<file path="src/rtl/el2_bp_pkg.sv">
// Shared branch-predictor definitions.
// Contents:
//   BHT_GHR_SIZE     - global history width shared with the BHT index hash
//   el2_ghr_ckpt_t   - one checkpoint FIFO entry (predicted direction plus a
//                      reserved bit kept for a future target checkpoint)
package el2_bp_pkg;

    localparam int BHT_GHR_SIZE = 8;

    typedef struct packed {
        logic tgt_rsvd;  // reserved, always written as 0 today
        logic taken;     // predicted direction at fetch
    } el2_ghr_ckpt_t;

endpackage

</file>
<file path="src/rtl/el2_bp_ghr_ckpt_fifo.sv">
// In-order checkpoint FIFO for in-flight predicted branches.
// Ports:
//   clk, rst      - clock, asynchronous active-high reset
//   push, wdata   - append one entry (ignored when full or clearing)
//   pop           - retire the head entry (ignored when empty)
//   clear         - drop every entry; a same-cycle pop still advances the
//                   read pointer so both pointers line up afterwards
//   head          - entry at the read pointer
//   count         - number of valid entries (0..DEPTH)
//   full, empty   - count == DEPTH / count == 0
module el2_bp_ghr_ckpt_fifo
    import el2_bp_pkg::*;
#(
    parameter int  DEPTH = 4,
    localparam int PTR_W = $clog2(DEPTH)
) (
    input  logic          clk,
    input  logic          rst,
    input  logic          push,
    input  el2_ghr_ckpt_t wdata,
    input  logic          pop,
    input  logic          clear,
    output el2_ghr_ckpt_t head,
    output logic [PTR_W:0] count,
    output logic          full,
    output logic          empty
);

    el2_ghr_ckpt_t    mem [DEPTH];
    logic [PTR_W-1:0] rptr;
    logic [PTR_W-1:0] wptr;
    logic [PTR_W-1:0] rptr_next;
    logic             do_push;
    logic             do_pop;

    assign full    = (count == (PTR_W+1)'(DEPTH));
    assign empty   = (count == '0);
    assign do_push = push & ~full & ~clear;
    assign do_pop  = pop & ~empty;
    assign head    = mem[rptr];

    assign rptr_next = rptr + (do_pop ? PTR_W'(1) : PTR_W'(0));

    // NOTE: state registers use non-blocking assignments so every flop
    // samples the pre-edge values of the others, whatever the block order.
    always_ff @(posedge clk or posedge rst) begin
        if (rst) begin
            rptr  <= '0;
            wptr  <= '0;
            count <= '0;
        end else begin
            rptr <= rptr_next;
            if (clear) begin
                wptr  <= rptr_next;
                count <= '0;
            end else begin
                if (do_push) begin
                    wptr <= wptr + PTR_W'(1);
                end
                count <= count + (PTR_W+1)'(do_push) - (PTR_W+1)'(do_pop);
            end
        end
    end

    // NOTE: the storage array is deliberately not reset; an entry is only
    // read while count says it is valid, so resetting it would buy nothing.
    always_ff @(posedge clk) begin
        if (do_push) begin
            mem[wptr] <= wdata;
        end
    end

endmodule

</file>
<file path="src/rtl/el2_bp_ghr_ctrl.sv">
// Global history register control for the branch predictor.
// Keeps a speculative history (fghr, shifted at fetch on each accepted
// prediction) and a retired history (rghr, shifted at resolution). A
// checkpoint FIFO holds the predicted direction of each in-flight branch so
// a resolve can detect a direction mispredict; on mispredict or flush fghr
// is rebuilt from the retired history.
// Ports:
//   clk, rst                    - clock, asynchronous active-high reset
//   ifu_bp_valid, ifu_bp_taken  - predicted branch from fetch
//   exu_br_valid, exu_br_taken  - oldest branch resolves, actual direction
//   exu_br_tgt_mp               - resolving branch had a target mispredict
//   exu_flush                   - non-branch pipeline flush
//   fghr, rghr                  - speculative / retired history
//   ghr_ckpt_full/empty         - checkpoint FIFO status
//   ghr_mispredict              - registered pulse, mispredict resolved
//   ghr_err                     - registered pulse, resolve with no branch
module el2_bp_ghr_ctrl
    import el2_bp_pkg::*;
#(
    parameter int  GHR_SIZE   = BHT_GHR_SIZE,
    parameter int  CKPT_DEPTH = 4,
    localparam int CKPT_PTR_W = $clog2(CKPT_DEPTH)
) (
    input  logic                clk,
    input  logic                rst,
    input  logic                ifu_bp_valid,
    input  logic                ifu_bp_taken,
    input  logic                exu_br_valid,
    input  logic                exu_br_taken,
    input  logic                exu_br_tgt_mp,
    input  logic                exu_flush,
    output logic [GHR_SIZE-1:0] fghr,
    output logic [GHR_SIZE-1:0] rghr,
    output logic                ghr_ckpt_full,
    output logic                ghr_ckpt_empty,
    output logic                ghr_mispredict,
    output logic                ghr_err
);

    el2_ghr_ckpt_t       ckpt_head;
    el2_ghr_ckpt_t       ckpt_wdata;
    logic [CKPT_PTR_W:0] ckpt_count;
    logic                push_en;
    logic                pop_en;
    logic                mp;
    logic                recover;
    logic [GHR_SIZE-1:0] rghr_next;
    logic [GHR_SIZE-1:0] fghr_next;

    assign pop_en  = exu_br_valid & ~ghr_ckpt_empty;
    assign mp      = (ckpt_head.taken != exu_br_taken) | exu_br_tgt_mp;
    assign recover = (pop_en & mp) | exu_flush;
    // A push is refused while full even if a pop frees a slot this cycle,
    // which keeps the full flag off the pop timing path.
    assign push_en = ifu_bp_valid & ~ghr_ckpt_full & ~recover;

    assign ckpt_wdata = '{tgt_rsvd: 1'b0, taken: ifu_bp_taken};

    el2_bp_ghr_ckpt_fifo #(
        .DEPTH (CKPT_DEPTH)
    ) u_ckpt_fifo (
        .clk   (clk),
        .rst   (rst),
        .push  (push_en),
        .wdata (ckpt_wdata),
        .pop   (pop_en),
        .clear (recover),
        .head  (ckpt_head),
        .count (ckpt_count),
        .full  (ghr_ckpt_full),
        .empty (ghr_ckpt_empty)
    );

    // NOTE: every variable assigned here gets a default first, so no path
    // leaves it unassigned and no latch is inferred.
    always_comb begin
        rghr_next = rghr;
        fghr_next = fghr;
        if (pop_en) begin
            rghr_next = {rghr[GHR_SIZE-2:0], exu_br_taken};
        end
        // Recovery restarts speculation from the retired history including
        // the branch resolving now; that covers both mispredict and flush.
        if (recover) begin
            fghr_next = rghr_next;
        end else if (push_en) begin
            fghr_next = {fghr[GHR_SIZE-2:0], ifu_bp_taken};
        end
    end

    always_ff @(posedge clk or posedge rst) begin
        if (rst) begin
            fghr           <= '0;
            rghr           <= '0;
            ghr_mispredict <= 1'b0;
            ghr_err        <= 1'b0;
        end else begin
            fghr           <= fghr_next;
            rghr           <= rghr_next;
            ghr_mispredict <= pop_en & mp;
            ghr_err        <= exu_br_valid & ghr_ckpt_empty;
        end
    end

    // After a recovery the histories agree, and they stay equal until fetch
    // pushes again (the FIFO is empty, so nothing can resolve meanwhile).
    a_recover_sync : assert property (@(posedge clk) disable iff (rst)
        recover |=> (fghr == rghr));
    a_hold_sync : assert property (@(posedge clk) disable iff (rst)
        (ghr_ckpt_empty && (fghr == rghr) && !push_en) |=> (fghr == rghr));
    a_count_range : assert property (@(posedge clk) disable iff (rst)
        ckpt_count <= (CKPT_PTR_W+1)'(CKPT_DEPTH));
    a_rsvd_zero : assert property (@(posedge clk) disable iff (rst)
        !ghr_ckpt_empty |-> !ckpt_head.tgt_rsvd);

endmodule
</file>
<file path="config.mk">
export PLATFORM = sky130hd
export DESIGN_NAME = el2_bp_ghr_ctrl
export DESIGN_NICKNAME = d
export VERILOG_FILES = /design/src/rtl/el2_bp_pkg.sv /design/src/rtl/el2_bp_ghr_ckpt_fifo.sv /design/src/rtl/el2_bp_ghr_ctrl.sv
export SDC_FILE = /design/constraint.sdc
export NUM_CORES = 1
export LEC_CHECK = 0
export CORE_UTILIZATION = 45
export CTS_BUF_LIST = sky130_fd_sc_hd__clkbuf_16
export CTS_CLUSTER_SIZE = 24
export DETAILED_ROUTE_END_ITERATION = 8
export GPL_ROUTABILITY_DRIVEN = 0
export PLACE_DENSITY = 0.69
export SLEW_MARGIN = 20
export SYNTH_ARGS = -nofsm -noshare
export SYNTH_HDL_FRONTEND = slang
export SYNTH_HIERARCHICAL = 1
export SYNTH_SLANG_ARGS = --single-unit
</file>
<file path="constraint.sdc">
create_clock -name clk -period 5.5 [get_ports clk]
set_input_delay 0.55 -clock clk [delete_from_list [all_inputs] [get_ports clk]]
set_output_delay 0.55 -clock clk [all_outputs]
set_load 0.02 [all_outputs]
</file>
Word-level counts from Yosys, hierarchy flattened
Memories as Yosys holds them, arrays and structs flattened.
Index checks and enable logic that the tools add are counted.
{"block": "totals", "latch_bits": 0, "output_inout_bits": 20, "input_bits": 8, "mem_bits_rw": 4, "romBits": 0, "memories": 1, "reg_bits": 25}
{"name": "u_ckpt_fifo.mem", "depth": 4, "width": 1, "rd": 1, "rd_clocked_by_memory_dff": 0, "wr": 1, "line_no": "el2_bp_ghr_ckpt_fifo.sv:29", "rtl": "el2_ghr_ckpt_t mem [DEPTH];"}
{"block": "op_classes", "n_lt_le_gt_ge": 0, "addsub": 4, "reduce_logical": 3, "n_shift": 0, "n_eq_ne": 2, "n_mux": 9, "n_bitwise": 13, "n_mul": 0, "div_mod_pow": 0}
{"cell": "two-way mux 8 bit", "n": 3}
{"cell": "AND 1 bit", "n": 8}
{"cell": "two-way mux 2 bit", "n": 2}
{"cell": "nonzero test 2 bit", "n": 2}
{"cell": "adder 3 x 1 -> 3 bit", "n": 1}
{"cell": "== test 3 bit (second input constant)", "n": 1}
{"cell": "logical NOT 3 bit", "n": 1}
{"cell": "two-way mux 1 bit", "n": 3}
{"cell": "two-way mux 3 bit", "n": 1}
{"cell": "inverter 1 bit", "n": 3}
{"cell": "subtractor 3 x 1 -> 3 bit", "n": 1}
{"cell": "adder 2 x 1 -> 2 bit (second input constant)", "n": 1}
{"cell": "adder 2 bit", "n": 1}
{"cell": "OR 1 bit", "n": 2}
{"cell": "inequality test 1 bit", "n": 1}

Longest topological paths before layout
Gate-level depths: netlist of run 1.
{"block": "logic_depth", "word_depth": 12, "ltp_mapped": 13, "ltp_nobuf": 13}

Cells and area by module
The synthesis of run 1 kept the hierarchy.
{"module": "el2_bp_ghr_ctrl", "seq_area_each_um2": 450.4, "area_each_um2": 858.3, "cells_each": 55, "instances": 1}
{"module": "el2_bp_ghr_ckpt_fifo", "seq_area_each_um2": 415.4, "area_each_um2": 792.0, "cells_each": 57, "instances": 1}

Least setup slack after synthesis of run 1
Ideal clock, no wire load.
{"block": "synth_path", "kind": "flip-flop to flip-flop", "startpoint": "register u_ckpt_fifo.count[1]", "endpoint": "register u_ckpt_fifo.count[2]", "slack_ps": 2140, "t_required_ps": 5414, "arrival_time_ps": 3274, "stages_incl_launch_ff": 14, "n_path_buf": 0, "path_cell_list": "dfrtp_1 > nor3_1 > nor2b_4 > o22ai_4 > and2_1 > inv_1 > nor3_4 > xnor2_1 > ha_1 > inv_1 > fa_1 > xor2_1 > and2_1 > nor3_1"}
{"block": "synth_via", "elab_chain_cells": 12, "elab_cells_between_ends": 16, "cone_classes": "add/sub: 2; eq/ne: 1; mux: 1; bitwise: 11; reduce/logical: 1"}
{"element": "start, declared", "line_no": "el2_bp_ghr_ckpt_fifo.sv:24", "rtl": "output logic [PTR_W:0] count,"}
{"element": "start signal, assigned", "line_no": "el2_bp_ghr_ckpt_fifo.sv:60", "rtl": "count <= count + (PTR_W+1)'(do_push) - (PTR_W+1)'(do_pop);"}
{"element": "logical NOT 3 bit", "line_no": "el2_bp_ghr_ckpt_fifo.sv:37", "rtl": "assign empty = (count == '0);"}
{"element": "via ghr_ckpt_empty", "line_no": "el2_bp_ghr_ctrl.sv:35", "rtl": "output logic ghr_ckpt_empty,"}
{"element": "inverter 1 bit", "line_no": "el2_bp_ghr_ctrl.sv:50", "rtl": "assign pop_en = exu_br_valid & ~ghr_ckpt_empty;"}
{"element": "AND 1 bit", "line_no": "el2_bp_ghr_ctrl.sv:50"}
{"element": "AND 1 bit", "line_no": "el2_bp_ghr_ctrl.sv:52", "rtl": "assign recover = (pop_en & mp) | exu_flush;"}
{"element": "OR 1 bit", "line_no": "el2_bp_ghr_ctrl.sv:52"}
{"element": "inverter 1 bit", "line_no": "el2_bp_ghr_ctrl.sv:55", "rtl": "assign push_en = ifu_bp_valid & ~ghr_ckpt_full & ~recover;"}
{"element": "AND 1 bit", "line_no": "el2_bp_ghr_ctrl.sv:55"}
{"element": "via push_en", "line_no": "el2_bp_ghr_ctrl.sv:43", "rtl": "logic push_en;"}
{"element": "AND 1 bit (2 in series)", "line_no": "el2_bp_ghr_ckpt_fifo.sv:38", "rtl": "assign do_push = push & ~full & ~clear;"}
{"element": "adder 3 x 1 -> 3 bit", "line_no": "el2_bp_ghr_ckpt_fifo.sv:60"}
{"element": "subtractor 3 x 1 -> 3 bit", "line_no": "el2_bp_ghr_ckpt_fifo.sv:60"}
{"element": "two-way mux 3 bit", "line_no": "el2_bp_ghr_ckpt_fifo.sv:53", "rtl": "if (clear) begin"}
The timed path passes the listed nets, and every way through them passes these cells.
A chain may end at the register's enable or synchronous reset.

Final worst setup path of run 1
{"block": "layout_path", "startpoint": "register u_ckpt_fifo.count[1]", "endpoint": "register u_ckpt_fifo.count[2]"}
{"block": "layout_via", "elab_chain_cells": 12, "elab_cells_between_ends": 16, "cone_classes": "add/sub: 2; eq/ne: 1; mux: 1; bitwise: 11; reduce/logical: 1"}
{"element": "logical NOT 3 bit", "line_no": "el2_bp_ghr_ckpt_fifo.sv:37"}
{"element": "inverter 1 bit", "line_no": "el2_bp_ghr_ctrl.sv:50"}
{"element": "AND 1 bit", "line_no": "el2_bp_ghr_ctrl.sv:50"}
{"element": "AND 1 bit", "line_no": "el2_bp_ghr_ctrl.sv:52"}
{"element": "OR 1 bit", "line_no": "el2_bp_ghr_ctrl.sv:52"}
{"element": "inverter 1 bit", "line_no": "el2_bp_ghr_ctrl.sv:55"}
{"element": "AND 1 bit *", "line_no": "el2_bp_ghr_ctrl.sv:55"}
{"element": "via push_en", "line_no": "el2_bp_ghr_ctrl.sv:43"}
{"element": "AND 1 bit * (2 in series)", "line_no": "el2_bp_ghr_ckpt_fifo.sv:38"}
{"element": "adder 3 x 1 -> 3 bit *", "line_no": "el2_bp_ghr_ckpt_fifo.sv:60"}
{"element": "subtractor 3 x 1 -> 3 bit *", "line_no": "el2_bp_ghr_ckpt_fifo.sv:60"}
{"element": "two-way mux 3 bit *", "line_no": "el2_bp_ghr_ckpt_fifo.sv:53"}
Mark *: on every way through the listed nets, which the timed path passes. The rest lies on a longest branch.

==> results of run 1 <==
[per-stage QoR]
step | instances | utilization
after detailed placement | 175 | 0.583
after global routing | 183 | 0.627
after CTS | 183 | 0.627
after global placement | 175 | 0.583
after floorplan | 106 | -
final | 183 | 0.627
[worst max-delay path, delay by kind of cell, from the launching register on]
kind                       cells  cell delay (ns)
AOI/OAI and AO/OA              1             0.40
adders and majority gates      2             0.54
buffers and inverters          2             0.15
DFF                            1             0.49
xor gates and xnor gates       2             0.34
and+or+nand+nor                6             1.52
[final cells by class]
type                       count  area share
clock inverter                 3     0.00579
timing repair buffer          27       0.139
sequential                    29       0.383
tap                           44      0.0283
inverter                       9      0.0174
multi-input combinational     66       0.362
clock buffer                   5      0.0643
[worst paths after layout]
check / endpoint / cells past startpoint / slack [ns]
setup / recovery: u_ckpt_fifo/count[2]$_DFF_PP0_ / 13 / 1.98
hold / removal: rghr[7]$_DFF_PP0_ / 1 / 0.52
setup reg to reg: u_ckpt_fifo/count[2]$_DFF_PP0_ / 13 / 1.98
hold reg to reg: rghr[7]$_DFF_PP0_ / 1 / 0.52
max in group asynchronous: fghr[1]$_DFFE_PP0P_ / 2 / 4.35
min in group asynchronous: u_ckpt_fifo/rptr[0]$_DFF_PP0_ / 2 / 0.55
[sequential cells by signal (all words and copies together), names as in the netlist]
register	count
fghr	8
ghr_err	1
ghr_mispredict	1
rghr	8
u_ckpt_fifo/count	3
u_ckpt_fifo/mem	4
u_ckpt_fifo/rptr	2
u_ckpt_fifo/wptr	2
[where the power goes]
part	switching (W)	internal, W	total, W
sequential	0.0000779	0.000305	0.000383
clock	0.0000813	0.000161	0.000242
combinational	0.000251	0.000293	0.000544
[layer usage]
metal,GRT usage,part of all wire,vias up
li1,-,-,430
met1,0.225,0.42,458
met2,0.275,0.51,25
met3,0.0758,0.053,5
met4,0.110,0.019,0
met5,0,0,-
==> results.py, run 1 <==
metrics = {
    "cts": {
        "cts_tree": "done",
        "clk_latency_ns": 0.27,
        "cts_sinks": 29,
        "post_cts_buffers": 0,
        "ctsHoldBuffers": 0,
        "cts_htree_levels": 2,
        "cts-buffers-inserted": 5,
        "cts_root_buffer": "clkbuf_16",
        "post_cts_resized": 0,
        "clockBufferDepth": 2,
        "clk_pin_slew_ns": 0.04,
    },
    "global_route": {
        "grt_overflow_total": 0,
        "grtUsageTotal": 0.185,
        "grt_antenna_before_repair": 0,
        "grt_start_max_net_pins": 19,
        "grt_pass1_wl_um": 4490,
        "grt_pass1_vias": 952,
    },
    "power": {
        "ir_worst_vdd_mv": 0.305,
        "powerDensity_nw_per_um2": 601,
        "leakage_nw": 0.847,
        "total_power_w": 0.00117,
    },
    "timing": {
        "finalClockSkew_ns": 0.00349,
        "hold_violations": 0,
        "setup_viol": 0,
        "final.setup.tns_ns": 0,
        "timing.final.ws_setup_ns": 1.98,
        "fmax_mhz": 284,
        "drv_slew": 0,
        "fin_crit_sh": 0.640,
        "tightest_slew_ns": 0.917,
        "maxSlewHeadroom": 0.388,
        "rsz0062_at_grt": "false",
        "fin_worst_hold_slack_ns": 0.522,
        "period_needed_ns": 3.52,
    },
    "critical_path": {
        "crit_type": "register to register",
        "crit_fanout": 13,
        "arrival_ns": 3.70,
        "cpPeakStageDelay_ns": 0.51,
        "r2r_start": "u_ckpt_fifo/count[1]$_DFF_PP0_",
        "crit_chain": "nor3_1, nor2b_4, o22ai_4, and2_1, inv_1, nor3_4, xnor2_1, ha_1, inv_1, fa_1, xor2_1, and2_1, nor3_1",
        "cp_slowest_cell": "nor3_1",
        "cp-start-kind": "register",
        "cp-end-kind": "register",
        "critPathRequiredTime_ns": 5.68,
        "crit_start": "u_ckpt_fifo/count[1]$_DFF_PP0_",
    },
    "run_status": {
        "status": "complete, no violations",
    },
    "layout": {
        "seqCellArea_um2": 746,
        "antenna_cells": 0,
        "nNetsFinal": 152,
        "layout_common_cells": "27 x clkdlybuf4s50_1, 25 x dfrtp_1, 16 x mux2_2",
        "multiInputGateArea_um2": 704,
        "area_delta_synth_final_pct": 29.4,
        "final_area_um2": 1950,
        "num-fill-cells": 269,
        "final_common_cell": "clkdlybuf4s50_1",
        "final_layout_size_suffix_gt1_frac": 0.266,
    },
    "floorplanning": {
        "rows": 20,
        "core-area_um2": 3100,
        "die_area_um2": 3580,
        "die_h_um": 59.8,
        "die_w_um": 59.8,
        "io_pins": 28,
        "initial_core_util": 0.485,
    },
    "synth": {
        "synth_cells": 106,
        "syn_avg_cell_area_um2": 14.2,
        "yosysWarnings": 6,
        "syn-cell-area_um2": 1500,
        "synth_nets": 120,
    },
    "placement": {
        "place_area_um2": 1810,
        "dp_hpwl_um": 2000,
        "dpl_worst_slack_ns": 1.86,
        "portBuffers": 27,
    },
    "drt": {
        "route.vias.total": 918,
        "finalWirelength_um": 2660,
        "via_per_inst": 5.02,
        "drt_pass1_iterations": 4,
        "wl_per_cell_um": 14.5,
        "ant_nets": 0,
        "drc": 0,
        "drtIter0Drc": 25,
    },
    "run": {
        "max_cap_viol_count": 0,
    },
    "min_path": {
        "hold_path.class": "register to register",
        "min_from": "rghr[7]$_DFF_PP0_",
    },
}
Power figures use the tool's default switching activity.
==> run 2: changes to the inputs <==
- PLACE_DENSITY: 0.69 -> 0.72
- clock period: 5.5 -> 2.9 ns (I/O delays scaled with it)
==> run 2 against run 1 <==
Against the previous run: clock power up 97%; global-route usage up 1.9 points; critical path depth unchanged; clock skew down 0.00055 ns; fmax up 24%; clock-buffer cell count unchanged; worst hold slack worse by 0.24 ns; flip-flop and latch count unchanged; die area unchanged; critical path type unchanged; highest routed layer unchanged.
==> results.py, run 2 (synthesis results as in run 1) <==
metrics = {
    "run_status": {
        "status": "complete, no violations",
    },
    "power": {
        "pwr-share-seq": 0.306,
        "p_sw_w": 0.000836,
        "ir_worst_vdd_mv": 0.586,
        "intPower_w": 0.00152,
        "powerDensity_nw_per_um2": 1140,
        "clock_power_share": 0.202,
        "leakage_nw": 0.901,
        "swShare": 0.355,
        "share_comb_of_total_power": 0.492,
    },
    "drt": {
        "wl_per_cell_um": 15.3,
        "route.vias.total": 929,
        "drc": 0,
        "ant_nets": 0,
        "finalWirelength_um": 2950,
        "drt_pass1_iterations": 4,
        "via_per_inst": 4.81,
        "drtIter0Drc": 24,
    },
    "layout": {
        "largestRegisters": "fghr: 8 flops, rghr: 8 flops, u_ckpt_fifo/mem: 4 flops",
        "nNetsFinal": 162,
        "area_delta_synth_final_pct": 38.0,
        "final_layout_size_suffix_gt1_frac": 0.389,
        "antenna_cells": 0,
        "layout_common_cells": "27 x clkdlybuf4s50_1, 25 x dfrtp_1, 16 x mux2_2",
        "final_common_cell": "clkdlybuf4s50_1",
        "num-fill-cells": 250,
    },
    "cts": {
        "cts_tree": "done",
        "cts_htree_levels": 2,
        "clk_latency_ns": 0.27,
        "clk_pin_slew_ns": 0.05,
        "cts-buffers-inserted": 5,
        "cts_root_buffer": "clkbuf_16",
        "clockBufferDepth": 2,
        "cts_sinks": 29,
        "ctsHoldBuffers": 0,
    },
    "timing": {
        "fin_crit_sh": 0.978,
        "maxSlewHeadroom": 0.544,
        "setup_viol": 0,
        "finalClockSkew_ns": 0.00294,
        "drv_slew": 0,
        "rsz0062_at_grt": "true",
        "tightest_slew_ns": 0.684,
        "fin_worst_hold_slack_ns": 0.278,
        "fmax_mhz": 352,
        "period_needed_ns": 2.84,
        "final.setup.tns_ns": 0,
        "hold_violations": 0,
    },
    "floorplanning": {
        "die_area_um2": 3580,
        "core-area_um2": 3100,
        "die_h_um": 59.8,
        "initial_core_util": 0.485,
        "io_pins": 28,
        "rows": 20,
        "die_w_um": 59.8,
    },
    "critical_path": {
        "cp-end-kind": "register",
        "crit_family": "multiplexers",
        "ff2ff_path_depth": 13,
        "cp_slowest_cell": "mux4_2",
        "arrival_ns": 3.03,
        "crit_fanout": 4,
        "cpPeakStageDelay_ns": 0.57,
        "critPathRequiredTime_ns": 3.09,
        "crit_cells": 13,
        "path_buf_inv": 2,
        "cpMostUsedCell": "and2_4",
        "crit_chain": "mux4_2, xor2_4, o22ai_4, and2_4, inv_2, nor3_4, xnor2_1, ha_2, inv_1, fa_2, xor2_2, and2_4, nor3_2",
        "crit_type": "register to register",
        "cp-start-kind": "register",
    },
    "run": {
        "max_cap_viol_count": 0,
    },
    "global_route": {
        "grt_start_max_net_pins": 19,
        "grtUsageTotal": 0.204,
        "grt_antenna_before_repair": 0,
        "grt_overflow_total": 0,
        "grt_pass1_vias": 1014,
        "grt_pass1_wl_um": 4970,
    },
    "min_path": {
        "hold_path.class": "input pin to asynchronous set/reset pin",
    },
    "placement": {
        "portBuffers": 27,
        "dp_hpwl_um": 2100,
    },
}
run 2: cell types whose count changed in the layout (fill, tap and decap cells not counted), sizes merged:
cell / before / now
inv: 12 / 10
clkinv: 0 / 2
buf: 0 / 10
run 2: power groups by stage:
stage	registers, W	clock network [W]	logic [W]
after floorplan	0.000853	0	0.000572
after global placement	0.000719	0	0.00110
after detailed placement	0.000726	0	0.00112
after CTS	0.000723	0.000490	0.00116
after global routing	0.000741	0.000515	0.00126
final	0.000720	0.000477	0.00116
run 2: final timing paths:
kind | endpoint | slack (ns) | from
worst max-delay path | u_ckpt_fifo/count[2]$_DFF_PP0_ | 0.06 | u_ckpt_fifo/rptr[0]$_DFF_PP0_
worst min-delay path | u_ckpt_fifo/count[1]$_DFF_PP0_ | 0.28 | rst
worst max register to register | u_ckpt_fifo/count[2]$_DFF_PP0_ | 0.06 | u_ckpt_fifo/rptr[0]$_DFF_PP0_
worst min register to register | rghr[7]$_DFF_PP0_ | 0.52 | rghr[7]$_DFF_PP0_
max in group asynchronous | ghr_mispredict$_DFF_PP0_ | 2.02 | rst
min in group clk | rghr[7]$_DFF_PP0_ | 0.52 | rghr[7]$_DFF_PP0_
run 2: cell type report:
| class | instances | area [µm²] | area share |
|---|---|---|---|
| sequential | 29 | 746 | 0.359 |
| clock inverter | 3 | 13.8 | 0.00663 |
| tap | 44 | 55.1 | 0.0265 |
| multi-input combinational | 66 | 757 | 0.365 |
| clock buffer | 5 | 125 | 0.0603 |
| inverter | 9 | 33.8 | 0.0163 |
| timing repair buffer | 37 | 345 | 0.166 |
run 2: layer usage:
metal  track usage  up-vias  part of all wire
li1              -      446                 -
met1         0.252      455              0.43
met2         0.322       19              0.51
met3        0.0758        9             0.044
met4        0.0864        0             0.020
met5             0        -                 0
run 2: metrics by stage:
| step | instance area, µm² | total power [W] | setup WS [ns] | util | instances |
|---|---|---|---|---|---|
| 2_1_floorplan | 1530 | 0.00143 | -0.0938 | - | 106 |
| 3_5_place_dp | 1900 | 0.00185 | -0.0421 | 0.611 | 183 |
| 5_1_grt | 2080 | 0.00251 | -0.0644 | 0.669 | 193 |
| 3_3_place_gp | 1900 | 0.00181 | 0.0863 | 0.611 | 183 |
| 4_1_cts | 2070 | 0.00238 | 0.0136 | 0.666 | 193 |
| 6_report | 2080 | 0.00236 | 0.0629 | 0.669 | 193 |
run 2: worst reg2reg max path, stage by stage, from the launching register on:
cell and delay, ns:
dfrtp_1 0.37, mux4_2 0.57, xor2_4 0.19, o22ai_4 0.13
and2_4 0.17, inv_2 0.05, nor3_4 0.13, xnor2_1 0.14
ha_2 0.18, inv_1 0.05, fa_2 0.35, xor2_2 0.16
and2_4 0.15, nor3_2 0.11
run 2: repair_timing:
| item | in CTS | in global routing |
|---|---|---|
| buffers inserted | 2 | 0 |
| pin swaps | 5 | 2 |
| endpoints found under the setup margin | 1 | 1 |
| gates resized for setup | 2 | 2 |
